`src/rtl/pc_sequencer_if.sv`:
```
// Instruction-fetch request channel between the PC sequencer and imem.
//   fetch_valid : request valid (driven by the sequencer)
//   fetch_addr  : word-aligned fetch address (driven by the sequencer)
//   fetch_ready : imem accepts the request this cycle (driven by imem)
interface pc_sequencer_if #(
    parameter int unsigned ADDR_W = 32
);
    logic              fetch_valid;
    logic              fetch_ready;
    logic [ADDR_W-1:0] fetch_addr;

    // Sequencer side
    modport master (
        output fetch_valid,
        output fetch_addr,
        input  fetch_ready
    );

    // Instruction-memory side
    modport slave (
        input  fetch_valid,
        input  fetch_addr,
        output fetch_ready
    );
endinterface

```
`src/rtl/pc_sequencer.sv`:
```
// Program-counter owner and fetch sequencer for the RISC core front end.
// Picks the next PC every cycle (trap vector > branch target > hold > PC+step),
// issues valid/ready fetch requests and flags a one-cycle flush on redirect.
//   clk, rst_n   : clock (rising edge), asynchronous active-low reset
//   start        : leave IDLE and begin fetching
//   stall        : decode hazard; blocks fetch and holds the PC
//   br_taken     : taken branch/jump from execute, with br_target
//   trap         : exception request, highest priority
//   fetchBus     : fetch request channel (valid/addr out, ready in)
//   pc_curr      : registered PC (also the fetch address)
//   pc_next      : combinational value pc_curr takes at the next edge
//   flush        : squash in-flight front-end instructions (registered)
//   state        : 00 IDLE, 01 FETCH, 10 HOLD, 11 FLUSH
//   fetch_count  : accepted fetches since reset, wraps at 2^16
module pc_sequencer #(
    parameter int unsigned       ADDR_W    = 32,
    parameter logic [ADDR_W-1:0] RESET_VEC = '0,
    parameter logic [ADDR_W-1:0] TRAP_VEC  = ADDR_W'(32'h0000_0100),
    parameter int unsigned       PC_STEP   = 4
) (
    input  logic                clk,
    input  logic                rst_n,
    input  logic                start,
    input  logic                stall,
    input  logic                br_taken,
    input  logic [ADDR_W-1:0]   br_target,
    input  logic                trap,
    pc_sequencer_if.master      fetchBus,
    output logic [ADDR_W-1:0]   pc_curr,
    output logic [ADDR_W-1:0]   pc_next,
    output logic                flush,
    output logic [1:0]          state,
    output logic [15:0]         fetch_count
);
    localparam int unsigned CNT_W = 16;

    typedef enum logic [1:0] {
        IDLE  = 2'b00,
        FETCH = 2'b01,
        HOLD  = 2'b10,
        FLUSH = 2'b11
    } state_t;

    state_t             stateQ;
    state_t             stateD;
    logic [ADDR_W-1:0]  pcQ;
    logic [ADDR_W-1:0]  pcD;
    logic [CNT_W-1:0]   countQ;
    logic [CNT_W-1:0]   countD;
    logic               flushQ;
    logic               fetchValid;
    logic               accept;
    logic [ADDR_W-1:0]  brAligned;
    logic               unusedBrLsbs;

    // Request drops in the same cycle a stall arrives
    assign fetchValid   = (stateQ == FETCH) && !stall;
    assign accept       = fetchValid && fetchBus.fetch_ready;
    assign brAligned    = {br_target[ADDR_W-1:2], 2'b00};
    assign unusedBrLsbs = ^br_target[1:0];

    // Next-state / next-PC selection
    always_comb begin
        stateD = stateQ;
        pcD    = pcQ;
        countD = countQ;
        unique case (stateQ)
            IDLE: begin
                if (start) begin
                    stateD = FETCH;
                end
            end
            FETCH, HOLD: begin
                if (trap) begin
                    pcD    = TRAP_VEC;
                    stateD = FLUSH;
                end else if (br_taken) begin
                    pcD    = brAligned;
                    stateD = FLUSH;
                end else if (stall) begin
                    stateD = HOLD;
                end else if (stateQ == HOLD) begin
                    stateD = FETCH;
                end else if (accept) begin
                    pcD    = pcQ + ADDR_W'(PC_STEP);
                    countD = countQ + CNT_W'(1);
                end
            end
            FLUSH: begin
                // Branches here come from the squashed path; only a trap matters
                if (trap) begin
                    pcD = TRAP_VEC;
                end else begin
                    stateD = FETCH;
                end
            end
            default: stateD = IDLE;
        endcase
    end

    // State, PC, counter and flush registers
    always_ff @(posedge clk or negedge rst_n) begin
        if (!rst_n) begin
            stateQ <= IDLE;
            pcQ    <= RESET_VEC;
            countQ <= '0;
            flushQ <= 1'b0;
        end else begin
            stateQ <= stateD;
            pcQ    <= pcD;
            countQ <= countD;
            flushQ <= (stateD == FLUSH);
        end
    end

    assign fetchBus.fetch_valid = fetchValid;
    assign fetchBus.fetch_addr  = pcQ;
    assign pc_curr              = pcQ;
    assign pc_next              = pcD;
    assign flush                = flushQ;
    assign state                = stateQ;
    assign fetch_count          = countQ;
endmodule

```
`src/flat_wrapper.sv`:
```
// flat-port wrapper written by rule: the top's interface ports become plain ports
module pc_sequencer_flat 
#(
    parameter int unsigned       ADDR_W    = 32,
    parameter logic [ADDR_W-1:0] RESET_VEC = '0,
    parameter logic [ADDR_W-1:0] TRAP_VEC  = ADDR_W'(32'h0000_0100),
    parameter int unsigned       PC_STEP   = 4
)
  (clk, rst_n, start, stall, br_taken, br_target, trap, pc_curr, pc_next, flush, state, fetch_count, fetchBus_fetch_valid, fetchBus_fetch_addr, fetchBus_fetch_ready);
  pc_sequencer_if #(.ADDR_W(ADDR_W)) fetchBus_i ();
  input  logic clk;
  input  logic rst_n;
  input  logic start;
  input  logic stall;
  input  logic br_taken;
  input  logic [ADDR_W-1:0] br_target;
  input  logic trap;
  output logic [ADDR_W-1:0] pc_curr;
  output logic [ADDR_W-1:0] pc_next;
  output logic flush;
  output logic [1:0] state;
  output logic [15:0] fetch_count;
  output wire logic [$bits(fetchBus_i.fetch_valid)-1:0] fetchBus_fetch_valid;
  output wire logic [$bits(fetchBus_i.fetch_addr)-1:0] fetchBus_fetch_addr;
  input wire logic [$bits(fetchBus_i.fetch_ready)-1:0] fetchBus_fetch_ready;
  assign fetchBus_fetch_valid = fetchBus_i.fetch_valid;
  assign fetchBus_fetch_addr = fetchBus_i.fetch_addr;
  assign fetchBus_i.fetch_ready = fetchBus_fetch_ready;
  pc_sequencer #(.ADDR_W(ADDR_W), .RESET_VEC(RESET_VEC), .TRAP_VEC(TRAP_VEC), .PC_STEP(PC_STEP)) u_core (.clk(clk), .rst_n(rst_n), .start(start), .stall(stall), .br_taken(br_taken), .br_target(br_target), .trap(trap), .fetchBus(fetchBus_i), .pc_curr(pc_curr), .pc_next(pc_next), .flush(flush), .state(state), .fetch_count(fetch_count));
endmodule
```
`config.mk`:
```
export PLATFORM = sky130hd
export DESIGN_NAME = pc_sequencer_flat
export DESIGN_NICKNAME = d
export VERILOG_FILES = /design/src/rtl/pc_sequencer_if.sv /design/src/rtl/pc_sequencer.sv /design/src/flat_wrapper.sv
export SDC_FILE = /design/constraint.sdc
export NUM_CORES = 1
export LEC_CHECK = 0
export BUFFER_PORTS_ARGS = -buffer_cell sky130_fd_sc_hd__buf_2
export CORE_AREA = 5 5 102 104
export CTS_BUF_LIST = sky130_fd_sc_hd__clkbuf_4 sky130_fd_sc_hd__clkbuf_8
export CTS_CLUSTER_SIZE = 14
export DETAILED_ROUTE_END_ITERATION = 8
export DIE_AREA = 0 0 107 109
export GPL_TIMING_DRIVEN = 0
export SYNTH_ARGS = -nofsm -noshare
export SYNTH_HDL_FRONTEND = slang
export SYNTH_SLANG_ARGS = --single-unit
```
`constraint.sdc`:
```
create_clock -name clk -period 2.95 [get_ports clk]
set_input_delay 0.59 -clock clk [delete_from_list [all_inputs] [get_ports clk]]
set_output_delay 0.59 -clock clk [all_outputs]
set_load 0.01 [all_outputs]
```
# Word level (Yosys, flattened, before mapping)
# Index checks and enable logic that the tools add are counted.
[classes] n_reduce_logical=6 add_sub_neg=2 muxes=14 n_eq_ne=4 bitwise_logic=4
[ops] op="32-bit two-way mux" n=6
[ops] op="32-bit one-hot mux with 2 select lines" n=1
[ops] op="32-bit by 3-bit adder with 32-bit output, second input constant" n=1
[ops] op="16-bit by 1-bit adder with 16-bit output, second input constant" n=1
[ops] op="2-bit two-way mux" n=6
[ops] op="2-bit == test, second input constant" n=3
[ops] op="2-bit one-hot mux with 3 select lines" n=1
[ops] op="6-bit AND reduction" n=1
[ops] op="1-bit NOT" n=4
[ops] op="2-bit by 1-bit == test with 1-bit output, second input constant" n=1
[ops] op="1-bit logical AND" n=2
[ops] op="2-bit logical NOT" n=1
[ops] op="2-bit OR reduction" n=1
[ops] op="1-bit logical NOT" n=1
[totals] ff_bits=51 wordCells=34

# Longest topological paths before layout
# Gate-level depths: netlist of run 1.
[depth] ltp_word=9 depth_mapped=9 mapped_depth_nobuf=7

# Least setup slack after synthesis of run 1
# Ideal clock, no wire load.
[synth_path] path_kind="register to output" start="register u_core.stateQ[0], in the netlist u_core.state[0]" end="output port pc_next[13]" path_slack_ns=0.021 t_arrival_ns=2.339 path_stages_with_launch=9 n_path_buf=1 t_required_ns=2.360 path_cell_list="dfrtp_1 inv_1 ha_1 nand4bb_1 or2_2 clkbuf_1 nor2_1 nand2_1 o311ai_0"
[synth_via] elab_chain_len=9
[synth_rtl] element="from (decl)" line_no="pc_sequencer.sv:44" source="state_t stateQ;"
[synth_rtl] element="from (signal assigned)" line_no="pc_sequencer.sv:109" source="stateQ <= stateD;"
[synth_rtl] element="2-bit by 1-bit == test with 1-bit output" line_no="pc_sequencer.sv:57, pc_sequencer.sv:67"
[synth_rtl] element="1-bit logical AND" line_no="pc_sequencer.sv:57" source="assign fetchValid = (stateQ == FETCH) && !stall;"
[synth_rtl] element="1-bit logical AND" line_no="pc_sequencer.sv:58" source="assign accept = fetchValid && fetchBus.fetch_ready;"
[synth_rtl] element="32-bit two-way mux" line_no="pc_sequencer.sv:84" source="end else if (accept) begin"
[synth_rtl] element="32-bit two-way mux" line_no="pc_sequencer.sv:82" source="end else if (stateQ == HOLD) begin"
[synth_rtl] element="32-bit two-way mux" line_no="pc_sequencer.sv:80" source="end else if (stall) begin"
[synth_rtl] element="32-bit two-way mux" line_no="pc_sequencer.sv:77" source="end else if (br_taken) begin"
[synth_rtl] element="32-bit two-way mux" line_no="pc_sequencer.sv:74" source="if (trap) begin"
[synth_rtl] element="32-bit one-hot mux with 2 select lines *" line_no="pc_sequencer.sv:67" source="unique case (stateQ)"
[synth_rtl] element="to (decl)" line_no="flat_wrapper.sv:19" source="output logic [ADDR_W-1:0] pc_next;"
# Every way passes the cells marked *; elsewhere a longest branch is shown, timed or not.

# Final worst setup path of run 1
[layout_path] start="register u_core.stateQ[0], in the netlist u_core.state[0]" end="output port pc_next[29]"
# The elaborated chain is that of the path after synthesis.

==> results.md, run 1 <==
- Status: complete, but fails checks
- Violated checks: negative setup slack
- Final max-slew violation count: 0
- Worst slew margin: a little under a quarter
- Syn-to-layout area delta: 59.3%
- Area contributors post-synth: dfrtp_1 40%, buf_4 7.6%, xnor2_1 5.2%
- Register area share after synthesis: 40.2%
- Worst Hold Depth: 1
- Setup CP Type: reg -> out
- GR Util All Layers: approximately a fifth
- Vias in the first global route: 3249
- Max Fanout on Critical Path: 5
- Clock Sinks: 51
- Final Skew: 0.0133 ns
- Post-Route Setup TNS: -0.0667 ns
- Final setup fails: 4
- Fin worst setup slack: -0.0333 ns
- Final #Nets: between 500 and 600
- Hold EP: u_core.fetch_count[15]$_DFFE_PN0P_
- Yosys top cell area share: between 40% and 50%
- WL/cell: 17.9 um
- Initial antenna violation count: 0
- DIE WIDTH: 107 um
- Row count: 36
- Sequential cell area: about 0.0013 sq mm
- Post-Synth Simple-Gate Area: 22.3%
- Synth Area in Compound Gates: between 15 and 20%
- Final wirelength: 11700 um
- Flop2flop setup slack: 0.69 ns
- Synth Instances: 351
- Ant. Diodes: 0
- Placeable Area: 0.00946 sq mm
- Static leakage: 2.58 nW
- H-tree levels: 2
- RSZ-0062 raised after global routing: true
- Post-synth cell types: 48
- Starting Density: 33.5%
- Net count after synthesis: 397
- Fin area: between 0.005 and 0.006 sq mm
- DIE AREA: 0.0117 sq mm
- Share of cells above drive strength 1: 57.8%
- DP Area: 0.00407 sq mm
- Clock-pin slew on the worst setup and hold paths: 0.10 ns
- Number of synthesized flops with an enable pin: 0
- Proportion of synthesized area in mux cells: between 1.5 and 2%
- Root Buffer: clkbuf_8
- Mapped Area: 0.00317 sq mm
- Die Height: 109 um
- Routed via count: 3549
- Reg2Reg Launch Point: u_core.state[1]$_DFF_PN0_
- Hold Crit Start: u_core.fetch_count[15]$_DFFE_PN0P_
- Fillers: 871
- DRC Markers: 0
- Area share of fa/ha/maj cells after synthesis: 2.76%
- Largest net degree at the start of global routing: between 50 and 60
- Setup crit start kind: flop
- Clock Tree Buf Depth: 2
- DR iter-0 viols: slightly above 200
- Crit path DAT: 2.39 ns
- Max-cap violations: 0
- Critical R2R Capture: u_core.fetch_count[15]$_DFFE_PN0P_
- First-pass GRT wire length: 17300 um
- Top Ports: 155
- Final hold slack: 0.481 ns
- TritonCTS clock tree: yes
- Area occupied by multi-input gates: a little over 0.002 sq mm
- Synth Register Bits: around 50
- Dpl hpwl: 8040 um
- Ys Warns: 0
- Pwr Total: 4.08 mW
- HP Class: reg -> reg
- Pre-antenna DRT Iters: 4
- Final hold vios: 0
- Clock Latency Late Sink: 0.32 ns
- Final period util: 101%
- Max Clk Rate: approximately 340 MHz
- Mean Syn Cell Area: 9.04 sq um
- RD Place Congestion: roughly 0.83
- Overflow after GRT: 0
- Ys async rst share: 100%
- Post-Synth XOR/XNOR Area: 7.18%
- Inserted Clock Buffers: 5
- Vias per inst: 5.40
- Least-Margin Pin Slew: 1.16 ns
- IO buf count: 151
- Final ANT Viol Nets: 0
- Critical Path RT: 2.36 ns
- Largest family of logic cells by synthesized area: simple AND/OR/NAND/NOR gates
- PD cells: 807 mW/mm^2
- Minimum clock period: 2.98 ns
- Post-synth top area cell: dfrtp_1
- Worst R2R Path Depth: 8
- VDD IR max: 0.550 mV
- CP endpoint kind: primary output
- Top FF cell, synth: dfrtp_1
[power by group]
group	internal [mW]	leakage [nW]	switching, mW
logic	1.17	1.86	1.32
registers	0.884	0.670	0.265
clock network	0.173	0.0489	0.268
total	2.23	2.58	1.85
[cell type report]
class	count	share of cell area [%]
multi-input cells	247	41.1
repair buffers	186	21.5
well taps	114	2.82
clock buffers	5	1.36
clock inverters	3	0.446
plain buffers	43	6.51
flip-flops and latches	51	25.6
inverters	8	0.644
[what timing repair did]
action / CTS / global route
setup endpoints to repair: 32 / 29
hold buffers: 0 / 0
gates resized for setup: 91 / 67
pin swaps: 8 / 25
cloned: 1 / 1
setup buffers: 15 / 18
[flip-flops by register name (all words and copies together) (netlist names)]
name                        count
u_core.flush                    1
u_core.fetchBus.fetch_addr     32
u_core.state                    2
u_core.fetch_count             16
[cells in the mapped netlist, types with 2 or more instances]
library cell,instances
dfrtp_1,51
nand2_1,43
buf_4,32
o21ai_0,27
nand3_1,23
xnor2_1,19
nor2_1,16
o311ai_0,13
clkbuf_1,12
nand4_1,12
inv_1,8
nor3_1,8
ha_1,7
xor2_1,7
a21oi_1,6
a22oi_1,6
and3_1,6
and2_1,5
o211ai_1,5
a31oi_1,4
mux2i_1,4
a21o_1,3
a32oi_1,3
nor4_1,3
and4_1,2
nand2b_1,2
or2_2,2
or3_1,2
[cell families after synthesis]
kind of cell,count (synthesis)
xor+xnor,26
fa+ha+maj,7
mux,5
buf+inv,53
flops,51
compound gates,75
simple gates,134
[cell usage in the layout (no fill, tap or decap), types with 5 or more instances in the layout]
cell type / n
a21oi_1: 5
a22oi_1: 6
and2_1: 5
and3_1: 6
buf_2: 149
buf_4: 63
buf_6: 5
clkbuf_4: 5
clkbuf_8: 6
dfrtp_1: 37
dfrtp_2: 14
inv_1: 6
nand2_1: 38
nand3_1: 19
nand4_1: 12
nor2_1: 13
o211ai_1: 5
o21ai_0: 13
o21ai_1: 11
o311ai_2: 7
o311ai_4: 6
xnor2_1: 19
xor2_1: 7
[metal layers]
metal | track usage [%] | wire length [um] | vias to the layer above
met3 | 3.14 | 817 | 14
met2 | 31.7 | 5890 | 147
met5 | 0 | 0 | -
met1 | 25.1 | 4860 | 1758
met4 | 4.20 | 171 | 0
li1 | - | - | 1630
[worst max-delay path by stage]
stage / startpoint / end / slack [ns]
after CTS: u_core.state[1]$_DFF_PN0_ / pc_next[15] / -0.02
final: u_core.state[0]$_DFF_PN0_ / pc_next[29] / -0.03
after global placement: u_core.state[0]$_DFF_PN0_ / pc_next[22] / -0.52
after detailed placement: u_core.state[0]$_DFF_PN0_ / pc_next[15] / -0.54
after floorplan: u_core.state[0]$_DFF_PN0_ / pc_next[13] / 0.02
after global routing: u_core.state[1]$_DFF_PN0_ / pc_next[29] / -0.14
[critical path, stage by stage, from the launching register on]
cell       delay [ns]
dfrtp_1          0.40
inv_2            0.09
ha_4             0.17
nand4bb_4        0.21
or2_4            0.33
nor4_4           0.36
mux2i_1          0.23
o211ai_1         0.13
buf_2            0.17
[metrics by stage]
stage | cells | worst slack, ns | util (%)
after global routing | 657 | -0.143 | 53.4
after CTS | 638 | -0.0216 | 48.3
after detailed placement | 616 | -0.536 | 43.0
final | 657 | -0.0333 | 53.4
after floorplan | 351 | 0.0207 | -
after global placement | 616 | -0.525 | 43.0
No activity file was read; power rests on OpenSTA's default activity.
==> run 2, diff against run 1 <==
Settings changed: BUFFER_PORTS_ARGS -buffer_cell sky130_fd_sc_hd__buf_2 to unset, DONT_BUFFER_PORTS set to 1.
==> results.md, run 2 (synthesized netlist as in run 1, its figures left out) <==
- Max-cap violations: 0 (unchanged)
- Clock Sinks: 51 (unchanged)
- Starting Density: 33.5% (unchanged)
- WL/cell: 22.5 um (was 17.9 um)
- Reg2Reg Launch Point: u_core.state[1]$_DFF_PN0_ (unchanged)
- Max Fanout on Critical Path: 5 (unchanged)
- VDD IR max: 0.493 mV (was 0.550 mV)
- Post-place setup slack: -0.703 ns (was -0.536 ns)
- Worst slew margin: 60.2% (was 22.9%)
- Minimum clock period: 2.96 ns (was 2.98 ns)
- Clock Latency Late Sink: 0.33 ns (was 0.32 ns)
- Final max-slew violation count: 0 (unchanged)
- Inst Count DP: 465 (was 616)
- Routing usage on met2: 30.0% (was 31.7%)
- Clock Tree Buf Depth: 2 (unchanged)
- Final setup fails: 1 (was 4)
- GR peak layer: met2 (unchanged)
- Die Height: 109 um (unchanged)
- Commonest non-fill, non-tap cells in the layout: 50 x buf_4, 35 x nand2_1, 34 x dfrtp_1 (was 149 x buf_2, 63 x buf_4, 38 x nand2_1)
- RSZ-0062 raised after global routing: true (unchanged)
- DRC Markers: 0 (unchanged)
- Bufs and invs on worst path: 2 (unchanged)
- RD Place Congestion: 0.760 (was 0.828)
- Initial antenna violation count: 0 (unchanged)
- Setup CP Type: reg -> out (unchanged)
- Global-route met3 utilization: 5.09% (was 3.14%)
- Fin worst setup slack: -0.00592 ns (was -0.0333 ns)
- Final hold slack: 0.117 ns (was 0.481 ns)
- Share of cells above drive strength 1: 42.0% (was 57.8%)
- Commonest non-fill, non-tap cell in the layout: buf_4 (was buf_2)
- Post-Route Setup TNS: -0.00592 ns (was -0.0667 ns)
- Final wirelength: 11100 um (was 11700 um)
- Max FFs per register: 32 (unchanged)
- Final period util: 100% (was 101%)
- Max Clk Rate: 338 MHz (was 335 MHz)
- Status: complete, but fails checks (unchanged)
- TritonCTS clock tree: yes (unchanged)
- Ant. Diodes: 0 (unchanged)
- DP Area: 0.00332 sq mm (was 0.00407 sq mm)
- Overflow after GRT: 0 (unchanged)
- Family with the most delay on the worst path: simple AND/OR/NAND/NOR gates (unchanged)
- Violated checks: negative setup slack (unchanged)
- Inserted Clock Buffers: 5 (unchanged)
- Root Buffer: clkbuf_8 (unchanged)
- Fin area: 0.00430 sq mm (was 0.00505 sq mm)
- Crit. Startpoint: u_core.state[0]$_DFF_PN0_ (unchanged)
- Placeable Area: 0.00946 sq mm (unchanged)
- Static leakage: 1.80 nW (was 2.58 nW)
- HP Class: in -> async (was reg -> reg)
- Pre-antenna DRT Iters: 4 (unchanged)
- Crit path DAT: 2.37 ns (was 2.39 ns)
- Critical Path RT: 2.36 ns (about the same)
- Dpl hpwl: 7630 um (was 8040 um)
- GR Util All Layers: 18.2% (was 18.7%)
- DIE AREA: 0.0117 sq mm (unchanged)
- Met1 GRT Util: 23.4% (was 25.1%)
- DIE WIDTH: 107 um (unchanged)
- Largest net degree at the start of global routing: 52 (unchanged)
- Vias per inst: 5.96 (was 5.40)
- Cell Chain, Critical Path: inv_4 -> ha_4 -> nor3b_4 -> nand2_2 -> buf_6 -> or4_4 -> nand3_4 (was inv_2 -> ha_4 -> nand4bb_4 -> or2_4 -> nor4_4 -> mux2i_1 -> o211ai_1 -> buf_2)
- IO buf count: 0 (was 151)
- Final Skew: 0.0127 ns (was 0.0133 ns)
- Final ANT Viol Nets: 0 (unchanged)
- Crit-path slowest cell: dfrtp_2 (was dfrtp_1)
- Top Ports: 155 (unchanged)
- Max incr delay on CP: 0.50 ns (was 0.40 ns)
- CP endpoint kind: primary output (unchanged)
- Clock-pin slew on the worst setup and hold paths: 0.11 ns (was 0.10 ns)
- Finished Layout Cells: 493 (was 657)
- Vias in the first global route: 2861 (was 3249)
- PD cells: 859 mW/mm^2 (was 807 mW/mm^2)
- Final hold vios: 0 (unchanged)
- First-pass GRT wire length: 16400 um (was 17300 um)
- Syn-to-layout area delta: 35.5% (was 59.3%)
- Row count: 36 (unchanged)
- H-tree levels: 2 (unchanged)
- Setup crit start kind: flop (unchanged)
- DR iter-0 viols: 133 (was 203)
- Routed via count: 2938 (was 3549)
- Least-Margin Pin Slew: 0.597 ns (was 1.16 ns)
- Final #Nets: 424 (was 588)
==> run 2: changes by cell type in the layout (fill, tap and decap cells not counted), sizes merged <==
cell / delta
buf: -164
==> run 2: path summary, 6_finish.rpt <==
path	endpoint	slack (ns)	cells past startpoint
setup / recovery	pc_next[19]	-0.006	7
hold / removal	u_core.fetchBus.fetch_addr[5]$_DFF_PN0_	0.12	1
setup reg to reg	u_core.fetch_count[13]$_DFFE_PN0P_	0.63	8
hold reg to reg	u_core.fetch_count[15]$_DFFE_PN0P_	0.54	1
max in group asynchronous	u_core.fetchBus.fetch_addr[12]$_DFF_PN0_	2.58	1
min in group clk	u_core.fetchBus.fetch_addr[26]$_DFF_PN0_	0.46	2
==> run 2: power breakdown <==
group | switching (mW) | leakage, nW | total (mW) | internal, mW
logic | 1.04 | 1.09 | 1.87 | 0.832
clock network | 0.274 | 0.0491 | 0.450 | 0.175
registers | 0.482 | 0.666 | 1.37 | 0.885
==> run 2: metal layers <==
layer,vias up,routed length [um],part of all wire [%]
met5,-,0,0
met4,0,169,1.5
met3,14,976,8.8
met2,142,5390,49
met1,1460,4530,41
li1,1322,-,-
==> run 2: cell type report <==
type	count	area, sq um
Buffer	43	327
Clock buffer	5	68.8
Clock inverter	3	26.3
Fill cell	854	5160
Inverter	8	35.0
Multi-Input combinational cell	247	2180
Sequential cell	51	1300
Tap cell	114	143
Timing Repair Buffer	22	223
==> run 2: worst reg2reg max path, delay by kind of cell, from the launching register on <==
family	cells	cell delay, ns
XOR/XNOR	1	0.15
adder cells (fa/ha/maj)	1	0.15
buffers and inverters	2	0.33
flip-flops	1	0.51
AND/OR/NAND/NOR	4	1.07
==> run 2: through the flow <==
| step | util, % | total power, mW |
|---|---|---|
| floorplan | - | 2.14 |
| global placement | 35.1 | 2.50 |
| detailed placement | 35.1 | 2.52 |
| CTS | 41.7 | 3.36 |
| global route | 45.5 | 3.91 |
| finish | 45.5 | 3.69 |
==> run 2: what timing repair did <==
action / 4_1_cts / 5_1_grt
gates cloned: 0 / 1
endpoints found under the setup margin: 47 / 29
buffers inserted: 10 / 10
hold buffers: 1 / 0
pin swaps: 15 / 21
endpoints found under the hold margin: 51 / 0
resized for setup: 121 / 54
==> run 3, diff against run 2 <==
Settings changed: CELL_PAD_IN_SITES_DETAIL_PLACEMENT set to 2, CELL_PAD_IN_SITES_GLOBAL_PLACEMENT set to 2, CORE_AREA 5 5 102 104 to 2 2 99 101, DIE_AREA 0 0 107 109 to 0 0 101 103, PLACE_DENSITY_LB_ADDON set to 0.1.
==> results.md, run 3 (synthesized netlist as in run 1, its figures left out) <==
- Status: complete, but fails checks (unchanged)
- Violated checks: negative setup slack (unchanged)
- Clock Sinks: 51 (unchanged)
- Area occupied by multi-input gates: 0.00218 sq mm (about the same)
- Int Power: 2.00 mW (was 1.89 mW)
- Psw: 1.84 mW (was 1.80 mW)
- Commonest non-fill, non-tap cell in the layout: buf_4 (unchanged)
- Clock power share: 15.8% (was 12.2%)
- Setup crit start kind: flop (unchanged)
- Finished Layout Cells: 492 (was 493)
- Clock-pin slew on the worst setup and hold paths: 0.11 ns (about the same)
- Row count: 36 (unchanged)
- DIE WIDTH: 101 um (was 107 um)
- Share of cells above drive strength 1: 41.0% (was 42.0%)
- Fin area: 0.00434 sq mm (was 0.00430 sq mm)
- Sequential Power Share: 35.7% (was 37.0%)
- Final setup fails: 6 (was 1)
- DRT met1 WL: 5540 um (was 4530 um)
- Commonest non-fill, non-tap cells in the layout: 46 x buf_4, 37 x nand2_1, 35 x dfrtp_1 (was 50 x buf_4, 35 x nand2_1, 34 x dfrtp_1)
- Max Fanout on Critical Path: 6 (was 5)
- Fin worst setup slack: -0.0995 ns (was -0.00592 ns)
- Ant. Diodes: 0 (unchanged)
- Initial antenna violation count: 0 (unchanged)
- Reg2Reg Launch Point: u_core.state[0]$_DFF_PN0_ (was u_core.state[1]$_DFF_PN0_)
- Pwr Total: 3.84 mW (was 3.69 mW)
- Fillers: 1003 (was 854)
- Clock Latency Late Sink: 0.32 ns (was 0.33 ns)
- Final hold vios: 0 (unchanged)
- CP endpoint: pc_next[27] (was pc_next[19])
- Max Clk Rate: 328 MHz (was 338 MHz)
- Minimum clock period: 3.05 ns (was 2.96 ns)
- WL/cell: 25.4 um (was 22.5 um)
- Sw frac: 47.9% (was 48.7%)
- Inst Count DP: 465 (unchanged)
- GR Util All Layers: 22.4% (was 18.2%)
- Pre-antenna DRT Iters: 4 (unchanged)
- DRC Markers: 0 (unchanged)
- Vias per inst: 6.01 (was 5.96)
- DIE AREA: 0.0104 sq mm (was 0.0117 sq mm)
- Static leakage: 1.83 nW (was 1.80 nW)
- Placeable Area: 0.00946 sq mm (unchanged)
- Final max-slew violation count: 0 (unchanged)
- Final Skew: 0.00981 ns (was 0.0127 ns)
- Worst R2R Path Depth: 10 (was 8)
- Crit-path slowest cell: dfrtp_2 (unchanged)
- Top sig layer: met4 (unchanged)
- Clock Tree Buf Depth: 2 (unchanged)
- Root Buffer: clkbuf_8 (unchanged)
- Max incr delay on CP: 0.50 ns (about the same)
- Routed via count: 2958 (was 2938)
- Final period util: 103% (was 100%)
- VDD IR max: 0.390 mV (was 0.493 mV)
- Critical Path RT: 2.36 ns (about the same)
- Starting Density: 33.5% (unchanged)
- Die Height: 103 um (was 109 um)
- Worst slew margin: 57.9% (was 60.2%)
- Final ANT Viol Nets: 0 (unchanged)
- TritonCTS clock tree: yes (unchanged)
- Combinational Power Share: 48.6% (was 50.8%)
- HP Class: in -> async (unchanged)
- Dpl hpwl: 8230 um (was 7630 um)
- Overflow after GRT: 0 (unchanged)
- DR iter-0 viols: 99 (was 133)
- Vias in the first global route: 3023 (was 2861)
- Sequential cell area: 0.00130 sq mm (about the same)
- Met3 wire length: 738 um (was 976 um)
- Final #Nets: 423 (was 424)
- Crit. Startpoint: u_core.state[0]$_DFF_PN0_ (unchanged)
- Cell Chain, Critical Path: inv_4 -> ha_4 -> nand4bb_4 -> or2_4 -> nor4_4 -> mux2i_1 -> a221o_1 (was inv_4 -> ha_4 -> nor3b_4 -> nand2_2 -> buf_6 -> or4_4 -> nand3_4)
- Largest net degree at the start of global routing: 52 (unchanged)
- IO buf count: 0 (unchanged)
- Flop2flop setup slack: 0.34 ns (was 0.63 ns)
- Max-cap violations: 0 (unchanged)
- H-tree levels: 2 (unchanged)
- First-pass GRT wire length: 17900 um (was 16400 um)
- Critical R2R Capture: u_core.fetch_count[15]$_DFFE_PN0P_ (was u_core.fetch_count[13]$_DFFE_PN0P_)
- Final wirelength: 12500 um (was 11100 um)
- Least-Margin Pin Slew: 0.632 ns (was 0.597 ns)
- DP Area: 0.00332 sq mm (unchanged)
- Max FFs per register: 32 (unchanged)
- RD Place Congestion: 0.741 (was 0.760)
- RSZ-0062 raised after global routing: true (unchanged)
- CP endpoint kind: primary output (unchanged)
- Met2 WL post-DR: 6110 um (was 5390 um)
- Setup CP Type: reg -> out (unchanged)
- Syn-to-layout area delta: 36.8% (was 35.5%)
- Inserted Clock Buffers: 5 (unchanged)
- Top Ports: 155 (unchanged)
- Post-place setup slack: -0.788 ns (was -0.703 ns)
- PD cells: 884 mW/mm^2 (was 859 mW/mm^2)
- Crit path DAT: 2.46 ns (was 2.37 ns)
-- run 3: cell types whose count changed in the layout (fill, tap and decap cells not counted), moves of 3 or more --
cell / change
buf_6: +3
nand2_2: -3
clkbuf_2: +3
buf_4: -4
-- run 3: final cells by class --
type	count	area share [%]
Inverter	8	0.807
Multi-Input combinational cell	247	50.3
Buffer	43	7.73
Timing Repair Buffer	21	4.87
Clock buffer	5	1.59
Tap cell	114	3.29
Clock inverter	3	1.56
Sequential cell	51	29.9
-- run 3: how the worst min path moves through the flow --
stage / endpoint / slack (ns) / cells past startpoint
floorplan: u_core.fetchBus.fetch_addr[0]$_DFF_PN0_ / 0.29 / 0
global placement: u_core.fetch_count[6]$_DFFE_PN0P_ / 0.30 / 0
detailed placement: u_core.fetch_count[8]$_DFFE_PN0P_ / 0.30 / 0
CTS: u_core.fetch_count[8]$_DFFE_PN0P_ / 0.12 / 1
global route: u_core.fetch_count[8]$_DFFE_PN0P_ / 0.12 / 1
finish: u_core.fetch_count[8]$_DFFE_PN0P_ / 0.12 / 1
-- run 3: power by group through the flow --
stage	registers, mW	clock network [mW]	logic, mW
2_1_floorplan	1.19	0	0.952
3_3_place_gp	1.29	0	1.22
3_5_place_dp	1.30	0	1.24
4_1_cts	1.35	0.624	1.62
5_1_grt	1.41	0.647	1.99
6_report	1.37	0.605	1.86
-- run 3: timing repair --
| action | 4_1_cts | 5_1_grt |
|---|---|---|
| cloned | 0 | 1 |
| hold endpoints to repair | 51 | 0 |
| gates resized for setup | 121 | 52 |
| setup endpoints to repair | 53 | 31 |
| setup buffers | 11 | 8 |
| hold buffers | 1 | 0 |
| pin swaps | 14 | 26 |
-- run 3: critical path, delay by kind of cell (launching register included) --
family / cells / cell delay, ns
AO/OA/AOI/OAI: 1 / 0.23
buffers and inverters: 1 / 0.09
multiplexers: 1 / 0.28
flip-flops: 1 / 0.50
AND/OR/NAND/NOR: 3 / 0.87
adder cells (fa/ha/maj): 1 / 0.17
-- run 3: through the flow --
stage | hold WS, ns | TNS [ns] | utilization [%]
after floorplan | 0.294 | 0 | -
after global placement | 0.296 | -16.58 | 35.1
after detailed placement | 0.296 | -19.34 | 35.1
after CTS | 0.121 | -0.0968 | 42.6
after global routing | 0.115 | -1.90 | 45.9
final | 0.120 | -0.254 | 45.9
-- run 3: layer usage --
metal,global-route usage (%),vias to the layer above
li1,-,1309
met1,29.6,1533
met2,37.4,108
met3,5.69,8
met4,4.68,0
met5,0,-
